<file path="config.mk">
export PLATFORM = sky130hd
export DESIGN_NAME = fir_int4_ctrl
export DESIGN_NICKNAME = d
export VERILOG_FILES = /design/src/rtl/fir_int4_ctrl.sv
export SDC_FILE = /design/constraint.sdc
export NUM_CORES = 1
export LEC_CHECK = 0
export CAP_MARGIN = 10
export CORE_AREA = 4 4 497 499
export CTS_CLUSTER_SIZE = 40
export DETAILED_ROUTE_END_ITERATION = 16
export DIE_AREA = 0 0 501 503
export DONT_BUFFER_PORTS = 1
export GPL_TIMING_DRIVEN = 0
export HOLD_SLACK_MARGIN = 0.06
export PLACE_DENSITY = 0.3
export SLEW_MARGIN = 20
export SYNTH_ARGS = -nofsm -noshare
export SYNTH_HDL_FRONTEND = slang
export SYNTH_SLANG_ARGS = --single-unit
</file>
<file path="constraint.sdc">
create_clock -name clk -period 2.58 [get_ports clk]
set_clock_uncertainty 0.05 [all_clocks]
set_input_delay 0.387 -clock clk [delete_from_list [all_inputs] [get_ports clk]]
set_output_delay 0.387 -clock clk [all_outputs]
set_load 0.02 [all_outputs]
</file>
<file path="src/rtl/fir_int4_ctrl.sv">
// Control wrapper for a x4 FIR: burst FSM, zero-flush injection and {valid,last} tag line; FIR_CTRL_UNDERFLOW_EN makes input gaps keep output contiguous and raise sticky underflow.
// Input-to-output latency LATENCY cycles; s_axis_tready drops during flush/drain, no output backpressure.
module fir_int4_ctrl #(
  parameter int LATENCY   = 20,
  parameter int FLUSH_LEN = 8
) (
  input  logic         clk,
  input  logic         rst,
  input  logic [127:0] s_axis_tdata,
  input  logic         s_axis_tvalid,
  input  logic         s_axis_tlast,
  output logic         s_axis_tready,
  output logic [127:0] fir_din,
  input  logic [511:0] fir_dout,
  output logic [511:0] m_axis_tdata,
  output logic         m_axis_tvalid,
  output logic         m_axis_tlast,
  input  logic         underflow_clr,
  output logic         underflow,
  output logic         busy
);

  typedef enum logic [1:0] {IDLE, RUN, FLUSH, DRAIN} state_t;

  localparam logic [6:0] FLUSH_LAST = 7'(FLUSH_LEN - 1);

  state_t               r_state;
  logic [6:0]           r_flush_cnt;
  logic [127:0]         r_fir_din;
  logic [LATENCY-1:0]   r_tag_vld;
  logic [LATENCY-1:0]   r_tag_last;

  logic w_accept;
  logic w_flush;
  logic w_tag_vld;
  logic w_tag_last;

  assign s_axis_tready = ~rst & ((r_state == IDLE) | (r_state == RUN));
  assign w_accept      = s_axis_tvalid & s_axis_tready;
  assign w_flush       = (r_state == FLUSH);
  assign w_tag_last    = w_flush & (r_flush_cnt == FLUSH_LAST);

`ifdef FIR_CTRL_UNDERFLOW_EN
  logic w_gap;
  logic r_underflow;

  assign w_gap     = (r_state == RUN) & ~s_axis_tvalid;
  assign w_tag_vld = w_accept | w_flush | w_gap;
  assign underflow = r_underflow;

  // Sticky flag: a new gap outranks a simultaneous clear.
  always_ff @(posedge clk) begin
    if (rst) begin
      r_underflow <= 1'b0;
    end else if (w_gap) begin
      r_underflow <= 1'b1;
    end else if (underflow_clr) begin
      r_underflow <= 1'b0;
    end
  end
`else
  logic w_unused_clr;

  assign w_tag_vld    = w_accept | w_flush;
  assign underflow    = 1'b0;
  assign w_unused_clr = underflow_clr;
`endif

  always_ff @(posedge clk) begin
    if (rst) begin
      r_state     <= IDLE;
      r_flush_cnt <= '0;
      r_fir_din   <= '0;
      r_tag_vld   <= '0;
      r_tag_last  <= '0;
    end else begin
      r_fir_din  <= w_accept ? s_axis_tdata : '0;
      r_tag_vld  <= {r_tag_vld[LATENCY-2:0], w_tag_vld};
      r_tag_last <= {r_tag_last[LATENCY-2:0], w_tag_last};
      case (r_state)
        IDLE: begin
          if (w_accept) begin
            r_flush_cnt <= '0;
            r_state     <= s_axis_tlast ? FLUSH : RUN;
          end
        end
        RUN: begin
          if (w_accept && s_axis_tlast) begin
            r_flush_cnt <= '0;
            r_state     <= FLUSH;
          end
        end
        FLUSH: begin
          if (r_flush_cnt == FLUSH_LAST) begin
            r_state <= DRAIN;
          end else begin
            r_flush_cnt <= r_flush_cnt + 7'd1;
          end
        end
        DRAIN: begin
          // Leave once the final flush tag has reached the output.
          if (r_tag_last[LATENCY-1]) begin
            r_state <= IDLE;
          end
        end
        default: r_state <= IDLE;
      endcase
    end
  end

  assign fir_din       = r_fir_din;
  assign m_axis_tdata  = fir_dout;
  assign m_axis_tvalid = r_tag_vld[LATENCY-1];
  assign m_axis_tlast  = r_tag_last[LATENCY-1];
  assign busy          = (r_state != IDLE);

endmodule

</file>
==> reports/qor.csv <==
stage;metric;value;unit
synth;synth unique cells;37;
cts;post-CTS resize count;0;
routing;DR vias/cell;1.71;
run;Max Cap Viol;0;
sta;Final Cycle Share;0.938;
power_and_ir_drop;Flop pwr share;0.406;
power_and_ir_drop;leakage power;5.44;nW
place;area of placed instances;13000;um2
sta;max-slew violation count;0;
floorplan;die area;252000;um2
sta;RSZ-0062 raised after global routing;false;
sta;worst hold slack;191;ps
floorplan;total core area;243000;um2
sta;Fin. Hold Viols;0;
synth;Synth Area per Inst;9.50;um2
synth;synth warn;0;
critical_path;worst setup path class;reg -> reg;
synth;flops & latches, synth;177;
sta;actual slew at the worst max-slew pin;691;ps
synth;Post-synth EDFFs;0;
sta;Peak Freq;413;MHz
synth;most frequent cells after synthesis;buf_4, dfxtp_1, and2_1;
cts;clock slew at reported path FFs;120;ps
floorplan;row cnt;181;
cts;Clock Root Buffer;clkbuf_16;
synth;Mapped Nets;1600;
critical_path;crit path DAT;2820;ps
routing;mean routed wirelength per cell;30.4;um
global_routing;global route total overflow;0;
critical_path;Reg2Reg Depth;8;
routing;DRT Pass-1 Iters;4;
power_and_ir_drop;Pint;5.31;mW
synth;Cell Area, Synth;9020;um2
sta;Slew Limit Headroom;0.539;
critical_path;Crit Path Max Fanout;13;
floorplan;I/O Pins;1290;
power_and_ir_drop;overall power;9.32;mW
cts;postcts setup bufs;0;
layout;fraction of layout cells with a size suffix above 1;0.499;
sta;Setup-failing EPs final;0;
synth;area share of the largest cell type after synthesis;0.428;
global_routing;number of global-route vias before repair;6649;
floorplan;Starting Density;0.0372;
layout;P&R area growth vs syn;67.8;%
power_and_ir_drop;Comb pwr share;0.285;
synth;Top FF cell, synth;dfxtp_1;
synth;async set-reset flop share out of synthesis;0;
critical_path;crit start category;register;
synth;most common cell in the netlist;buf_4;
routing;routed wire length;133;mm
routing;final antenna-violating net count;0;
critical_path;Critical Path End Type;register;
sta;final worst path period need;2420;ps
global_routing;first-pass GRT wire length;145;mm
hold_path;worst hold stages;3;
cts;CTS tree;built;
synth;Seq/Total Area, Yosys;0.393;
outcome;status;finished clean;
cts;# hold bufs at CTS;130;
floorplan;Die X-Extent;501;um
routing;DR vias;7473;
place;Placer Congestion;1.05;
cts;Max Buffers Root-to-Sink;2;
routing;initial drt markers;424;
global_routing;overall routing resource usage;0.0998;
cts;H-Tree Depth;4;
hold_path;Worst Hold Class;in -> reg;
power_and_ir_drop;cell area power density;616;nW/um2
layout;fin nets;1750;
synth;synthesized instance count;949;
cts;CTS sink count;177;
global_routing;initial antenna violation count;245;
routing;drt drc;0;
place;IO buf count;0;
floorplan;die height;503;um
power_and_ir_drop;switching part of the total;0.430;
cts;TritonCTS Buffers;17;
synth;area leader, netlist;buf_4;
power_and_ir_drop;Max VDD drop;0.000488;V
power_and_ir_drop;Sw Pwr;4.01;mW
layout;Design Area, Final;15100;um2
power_and_ir_drop;clock share of power;0.310;
place;DP Wirelength;126;mm
cts;clk_lat worst skew;500;ps
sta;total negative setup slack;0;ps
global_routing;pin count of the biggest net entering global routing;22;
synth;most area-consuming cells after synthesis;buf_4, dfxtp_1, and2_1;
critical_path;Required @ worst endpoint;2980;ps
-- layer usage --
layer	up-vias	wire length (um)	track usage
met1	3169	40600	0.0883
met3	353	25900	0.0905
met2	1039	62200	0.169
met5	-	929	0.000952
met4	134	3170	0.0199
li1	2778	-	-
-- power by group through the flow --
stage               Clock, mW  Combinational, mW  Sequential, mW
floorplan                   0               1.63            3.59
global placement            0               2.48            3.94
detailed placement          0               2.47            3.94
CTS                      3.12               2.73            3.88
global route             3.16               2.83            3.85
finish                   2.89               2.65            3.78
-- worst max-delay path, cell delays in order (launching register included) --
cell and delay, ps:
dfxtp_1 360, inv_1 110, ha_1 300, nor2_1 120
nor2_1 140, clkbuf_2 150, buf_12 170, clkbuf_1 550
and2_1 370
-- final cells by class --
cell class,instances,area [um2]
Clock inverter,15,208
Buffer,533,3930
Antenna cell,62,155
Sequential cell,177,3540
Multi-Input combinational cell,230,1510
Tap cell,3202,4010
Fill cell,28300,227000
Clock buffer,17,425
Inverter,9,33.8
Timing Repair Buffer,131,1320
-- cells in the final DEF (no fill, tap or decap), drive strengths merged, types with 2 or more instances in the layout --
| cell type | synthesis | routed |
|---|---|---|
| a31oi | 2 | 2 |
| nor2b | 40 | 40 |
| or2 | 2 | 2 |
| mux2i | 2 | 2 |
| clkinv | 0 | 9 |
| a221oi | 3 | 3 |
| clkbuf | 17 | 34 |
| and2 | 128 | 128 |
| diode | 0 | 62 |
| nand2 | 7 | 7 |
| o32ai | 3 | 3 |
| dfxtp | 177 | 177 |
| o21ai | 7 | 7 |
| nor4 | 2 | 2 |
| or3 | 2 | 2 |
| inv | 9 | 14 |
| buf | 516 | 517 |
| o31ai | 2 | 2 |
| ha | 6 | 6 |
| nand3 | 4 | 4 |
| nor2 | 6 | 6 |
| dlygate4sd3 | 0 | 130 |
-- stage by stage --
step,std cells,worst slack [ps],utilization
6_report,4376,160,0.0624
3_3_place_gp,4151,-927,0.0537
4_1_cts,4314,148,0.0618
2_1_floorplan,949,848,-
3_5_place_dp,4152,130,0.0538
5_1_grt,4332,74.1,0.0619
-- kinds of logic (layout without fill, tap and decap cells) --
family | Yosys count | in the layout | share of synthesized area
flip-flops | 177 | 177 | 0.393
buffers and inverters | 542 | 705 | 0.440
adder cells (fa/ha/maj) | 6 | 6 | 0.00833
AND/OR/NAND/NOR | 195 | 195 | 0.135
AO/OA/AOI/OAI | 26 | 26 | 0.0215
other | 1 | 63 | 0.000416
multiplexers | 2 | 2 | 0.00222
-- path summary, 6_finish.rpt --
check	start	end	slack, ps
worst min-delay path	s_axis_tlast	r_state[1]	190
worst min register to register	r_tag_vld[13]	r_tag_vld[14]	380
worst max register to register	r_state[1]	fir_din[44]	160
worst max-delay path	r_state[1]	fir_din[44]	160
-- registers in the layout (all words and copies together) (netlist names) --
signal,flops
r_tag_last,20
r_tag_vld,20
r_state,2
fir_din,128
r_flush_cnt,7
Power figures use the tool's default switching activity.
